`src/rtl/centipede_hiscore_pkg.sv`:
```
// Shared constants for the Centipede high-score dump/restore port.
package centipede_hiscore_pkg;

  localparam int unsigned RAM_AW = 10;
  localparam int unsigned DATA_W = 8;
  localparam int unsigned IOCTL_AW = 25;

  localparam logic [7:0]        DUMP_INDEX_DEF = 8'd4;
  localparam logic [RAM_AW-1:0] HS_BASE_DEF    = 10'h000;
  localparam logic [10:0]       HS_LENGTH_DEF  = 11'd64;

endpackage

```
`src/rtl/centipede_hiscore.sv`:
```
// High-score save/restore bridge between the HPS ioctl bus and game RAM.
// Upload reads game RAM with a two-cycle address-to-data latency, download
// writes game RAM one cycle after each accepted strobe, and hs_loaded latches
// once a download that wrote at least one byte has ended.
module centipede_hiscore
  import centipede_hiscore_pkg::*;
#(
  parameter logic [7:0]        DUMP_INDEX = DUMP_INDEX_DEF,
  parameter logic [RAM_AW-1:0] BASE_ADDR  = HS_BASE_DEF,
  parameter logic [10:0]       LENGTH     = HS_LENGTH_DEF
) (
  input  logic                clk,
  input  logic                reset,
  input  logic                ioctl_upload,
  input  logic                ioctl_download,
  input  logic                ioctl_wr,
  input  logic [IOCTL_AW-1:0] ioctl_addr,
  input  logic [DATA_W-1:0]   ioctl_dout,
  input  logic [DATA_W-1:0]   ioctl_din,
  input  logic [7:0]          ioctl_index,
  output logic [RAM_AW-1:0]   ram_address,
  output logic                ram_wr,
  output logic [DATA_W-1:0]   ram_wdata,
  output logic [DATA_W-1:0]   upload_data,
  output logic                hs_loaded
);

  logic [RAM_AW-1:0] ram_addr_q, ram_addr_d;
  logic              ram_wr_q, ram_wr_d;
  logic [DATA_W-1:0] ram_wdata_q, ram_wdata_d;
  logic [DATA_W-1:0] upload_data_q, upload_data_d;
  logic              hs_loaded_q, hs_loaded_d;
  logic              wr_seen_q, wr_seen_d;
  logic              dl_q;

  logic              idx_hit;
  logic              addr_ok;
  logic              sel;
  logic [RAM_AW-1:0] tgt_addr;

  // Address window: full 25-bit compare, so high address bits never alias.
  assign idx_hit  = (ioctl_index == DUMP_INDEX);
  assign addr_ok  = (ioctl_addr < IOCTL_AW'(LENGTH));
  assign sel      = idx_hit && addr_ok;
  assign tgt_addr = BASE_ADDR + ioctl_addr[RAM_AW-1:0];

  // Next-state: download beats upload; idle parks the RAM address at the base.
  always_comb begin
    ram_addr_d    = ram_addr_q;
    ram_wr_d      = 1'b0;
    ram_wdata_d   = ram_wdata_q;
    upload_data_d = upload_data_q;
    wr_seen_d     = wr_seen_q;
    hs_loaded_d   = hs_loaded_q;

    if (ioctl_download) begin
      if (ioctl_wr && sel) begin
        ram_addr_d  = tgt_addr;
        ram_wr_d    = 1'b1;
        ram_wdata_d = ioctl_dout;
        wr_seen_d   = 1'b1;
      end
    end else if (ioctl_upload && idx_hit) begin
      if (addr_ok) begin
        ram_addr_d    = tgt_addr;
        upload_data_d = ioctl_din;
      end else begin
        upload_data_d = '0;
      end
    end else begin
      ram_addr_d = BASE_ADDR;
    end

    // Falling edge of download closes the restore; arm again for the next one.
    if (dl_q && !ioctl_download) begin
      if (wr_seen_q) begin
        hs_loaded_d = 1'b1;
      end
      wr_seen_d = 1'b0;
    end
  end

  // State registers with synchronous reset.
  always_ff @(posedge clk) begin
    if (reset) begin
      ram_addr_q    <= BASE_ADDR;
      ram_wr_q      <= 1'b0;
      ram_wdata_q   <= '0;
      upload_data_q <= '0;
      hs_loaded_q   <= 1'b0;
      wr_seen_q     <= 1'b0;
      dl_q          <= 1'b0;
    end else begin
      ram_addr_q    <= ram_addr_d;
      ram_wr_q      <= ram_wr_d;
      ram_wdata_q   <= ram_wdata_d;
      upload_data_q <= upload_data_d;
      hs_loaded_q   <= hs_loaded_d;
      wr_seen_q     <= wr_seen_d;
      dl_q          <= ioctl_download;
    end
  end

  assign ram_address = ram_addr_q;
  assign ram_wr      = ram_wr_q;
  assign ram_wdata   = ram_wdata_q;
  assign upload_data = upload_data_q;
  assign hs_loaded   = hs_loaded_q;

endmodule

```
`config.mk`:
```
export PLATFORM = sky130hd
export DESIGN_NAME = centipede_hiscore
export DESIGN_NICKNAME = d
export VERILOG_FILES = /design/src/rtl/centipede_hiscore_pkg.sv /design/src/rtl/centipede_hiscore.sv
export SDC_FILE = /design/constraint.sdc
export NUM_CORES = 1
export LEC_CHECK = 0
export BUFFER_PORTS_ARGS = -buffer_cell sky130_fd_sc_hd__buf_4
export CAP_MARGIN = 20
export CORE_UTILIZATION = 38
export DETAILED_ROUTE_END_ITERATION = 7
export GPL_TIMING_DRIVEN = 0
export PLACE_DENSITY = 0.77
export SLEW_MARGIN = 10
export SYNTH_ARGS = -nofsm -noshare
export SYNTH_HDL_FRONTEND = slang
export SYNTH_SLANG_ARGS = --single-unit
```
`constraint.sdc`:
```
create_clock -name clk -period 4.2 [get_ports clk]
set_input_delay 0.84 -clock clk [delete_from_list [all_inputs] [get_ports clk]]
set_output_delay 0.84 -clock clk [all_outputs]
set_load 0.01 [all_outputs]
```
After elaboration in Yosys (flattened, before gate mapping) --
Index checks and enable logic that the tools add are counted.
Storage, ports and cells: input bits 54, flip-flop bits (word level) 30
Cells by class: multiplexer cells 6, order comparisons 1, bitwise operators 1, equality and inequality tests 3, reductions and logical operators 11
Operators with widths (number):
- $mux 10 | 4
- $lt 25x7->1 const B | 1
- $eq 8x3->1 const B | 1
- $mux 8 | 1
- $reduce_and 2->1 | 4
- $logic_and 1x1->1 | 4
- $reduce_or 2->1 | 2
- $ne 3x3->1 const B | 1
- $ne 2x1->1 const B | 1
- $logic_not 1->1 | 1
- $mux 1 | 1
- $not 1->1 | 1

Longest topological paths before layout --
depth after elaboration 5, gate-level depth with buffers 6, gate-level depth less buffers 4

Worst setup path after synthesis --
Ideal clock, no wire load.
path type input -> register, from input ioctl_addr[11], to register ram_wdata_q[0] (netlist: ram_wdata[0]), cell stages on the path 5, path slack 2.235 ns, arrival time 1.893 ns, cell sequence or3_1 clkbuf_1 nor3_2 buf_6 mux2i_1
Between the ends: word-level cells in the longest chain between the ends 4
Ends and longest elaborated chain:
- start, declared | line centipede_hiscore.sv:17 | input logic [IOCTL_AW-1:0] ioctl_addr,
- $lt 25x7->1 | line centipede_hiscore.sv:43 | assign addr_ok = (ioctl_addr < IOCTL_AW'(LENGTH));
- $logic_and 1x1->1 | line centipede_hiscore.sv:44 | assign sel = idx_hit && addr_ok;
- $logic_and 1x1->1 | line centipede_hiscore.sv:57 | if (ioctl_wr && sel) begin
- $reduce_and 2->1 (no line)
- end signal, assigned | line centipede_hiscore.sv:96 | ram_wdata_q <= ram_wdata_d;
- end, declared | line centipede_hiscore.sv:30 | logic [DATA_W-1:0] ram_wdata_q, ram_wdata_d;
Every way passes these cells. A chain may end at the register's enable or synchronous reset.

Worst setup path in the final report --
from input ioctl_addr[11], to register ram_wdata_q[4] (netlist: ram_wdata[4])
The elaborated chain is that of the path after synthesis.

==> results.cfg <==
[logic_synthesis]
synth_top_area_frac = 0.438
synth_top_area_cell = dfxtp_1
synth_cell_type_count = 28
synth_seq_area_share = 0.438
yosysWarnings = 0
synth_seq_cells = 30
netlist_instances = 138
netlist_area_um2 = 1370
syn_area_per_cell_um2 = 9.93
syn-num-nets = 192
ys_top_cells_by_area = dfxtp_1 44%, nor4_4 7.8%, nand2b_1 7.3%

[timing]
fin_skew_ns = 0.000475
setup_viol = 0
final_hold_viol_count = 0
rsz0062_at_grt = no
fin_tns_setup_ns = 0
finalMaxSlewViolations = 0
fin_crit_ns = 1.89
slew_headroom = 0.578
fin_crit_sh = 0.450
worst_pin_slew_ns = 0.629
fmax_mhz = 529
finalWorstSetupSlack_ns = 2.31

[die]
dieArea_um2 = 3850
initial_core_util = 0.404
ioPinCount = 82
core_region_area_um2 = 3390
rows = 21
die_w_um = 62.0
die_h_um = 62.0

[critical_path]
startpoint_type = input port
path_max_fanout = 9
critPathCaptureType = register
crit_type = input port to register
worst_ep_required_time_ns = 4.45
crit_arrival_ns = 2.14

[drt]
viasPerCell = 5.05
drt_iter0_markers = 44
firstDrtPassIters = 4
drtAntennaViolNets = 0
routed_wl_mm = 3.45
drc = 0
vias = 1368
avgRoutedWirePerCell_um = 12.7

[cts]
cts_setup_buffers = 0
clockBufferDepth = 2
htree_levels = 2
ctsResizeCount = 0
cts_sinks = 30
worst_skew_pair.late_latency_ns = 0.32
cts_root_buf = clkbuf_4
cts_buffers = 5
holdBufCountCts = 0
cts_tree = built
path_clk_slew_ns = 0.09

[layout]
drive_gt1_frac = 0.449
final_cells = 271
nNetsFinal = 280
fillCellCount = 300
diodes = 0
regArea_um2 = 601
syn_to_final_growth_pct = 52.3
fin_area_um2 = 2090
multi_input_area_um2 = 704

[global_routing]
grt_first_pass_wirelength_mm = 5.37
overflow = 0
grt_antenna_before_repair = 0
grt_pass1_vias = 1297
grt_most_used_layer = met2
met1_usage = 0.233
grt_max_degree = 11
met2_usage = 0.307
grt_util_met3 = 0.0725
grtUsageTotal = 0.195

[placed_design]
port_buffers = 81
dpl.cell_count = 265
dpl.hpwl_mm = 2.72
pre_cts_ws_ns = 1.98
routabilityCongestion = 0.813
placed_area_um2 = 2040

[min_path]
min_path_type = register to register

[power_and_ir_drop]
power.total_mw = 0.515
p_leak_nw = 0.870
power_density_nw_per_um2 = 247
ir_drop_mv = 0.154

[outcome]
status = finished, final reports clean

[flow_run]
maxCapViolations = 0
-- cell families after synthesis --
family	Yosys count	share of synthesized area
simple gates	64	0.347
flops	30	0.438
mux	8	0.0584
compound gates	25	0.109
buf+inv	11	0.0475
-- cell type report --
| class | instances | area share |
|---|---|---|
| Multi-Input combinational cell | 97 | 0.338 |
| Timing Repair Buffer | 81 | 0.291 |
| Sequential cell | 30 | 0.288 |
| Buffer | 10 | 0.0294 |
| Tap cell | 46 | 0.0276 |
| Clock buffer | 6 | 0.0246 |
| Inverter | 1 | 0.00180 |
-- final timing paths --
kind	start	to	slack, ns	cells after the start
setup / recovery	ioctl_addr[11]	ram_wdata[4]$_SDFFE_PP0P_	2.31	6
hold / removal	upload_data[1]$_SDFFE_PP0P_	upload_data[1]$_SDFFE_PP0P_	0.47	2
setup reg to reg	dl_q$_SDFF_PP0_	wr_seen_q$_SDFFE_PP0P_	3.47	3
hold reg to reg	upload_data[1]$_SDFFE_PP0P_	upload_data[1]$_SDFFE_PP0P_	0.47	2
-- critical path, stage by stage --
cell	delay, ns
buf_4	0.11
or3_1	0.36
clkbuf_1	0.21
nor3_2	0.23
buf_6	0.18
mux2i_1	0.20
-- cells in the mapped netlist --
cell type and number:
nand4_2 1, nor4_4 5, nand3_1 1, nor2b_1 1, buf_2 1, inv_1 1
nor3_1 1, or3_1 1, buf_6 2, nor3_2 1, nor4b_4 1, mux2i_1 8
dfxtp_1 30, a31o_2 1, or2_1 1, and3_1 4, nand4_1 16, nand2b_1 16
o21a_1 1, buf_4 2, a21oi_1 15, clkbuf_1 5, a31oi_1 2, nand2_1 8
nor4_1 1, o31ai_1 6, and4_1 2, nor2_1 4
-- per-stage QoR --
step / util / hold slack, ns
floorplan: - / 0.441
global placement: 0.601 / 0.443
detailed placement: 0.601 / 0.450
CTS: 0.616 / 0.462
global route: 0.616 / 0.496
finish: 0.616 / 0.465
-- cell usage in the layout (no fill, tap or decap), drive strengths merged --
cell and n:
a21oi 15, a31o 1, a31oi 2, and3 4, and4 2, buf 86
clkbuf 11, dfxtp 30, inv 1, mux2i 8, nand2 8, nand2b 16
nand3 1, nand4 17, nor2 4, nor2b 1, nor3 2, nor4 6
nor4b 1, o21a 1, o31ai 6, or2 1, or3 1
-- power by group --
part           total (mW)  internal [mW]  switching [mW]
Combinational      0.0682         0.0409          0.0273
Sequential          0.285          0.285       0.0000655
Clock               0.162         0.0753          0.0864
-- metal layers --
layer | wire [µm] | vias up
li1 | - | 684
met1 | 1500 | 611
met2 | 1570 | 71
met3 | 361 | 2
met4 | 20 | 0
met5 | 0 | -
-- flip-flops by register name, indices dropped and copies added (netlist names) --
| name | cells |
|---|---|
| dl_q | 1 |
| hs_loaded | 1 |
| ram_address | 10 |
| ram_wdata | 8 |
| ram_wr | 1 |
| upload_data | 8 |
| wr_seen_q | 1 |
Note: power is estimated with default switching activity, not from simulation.
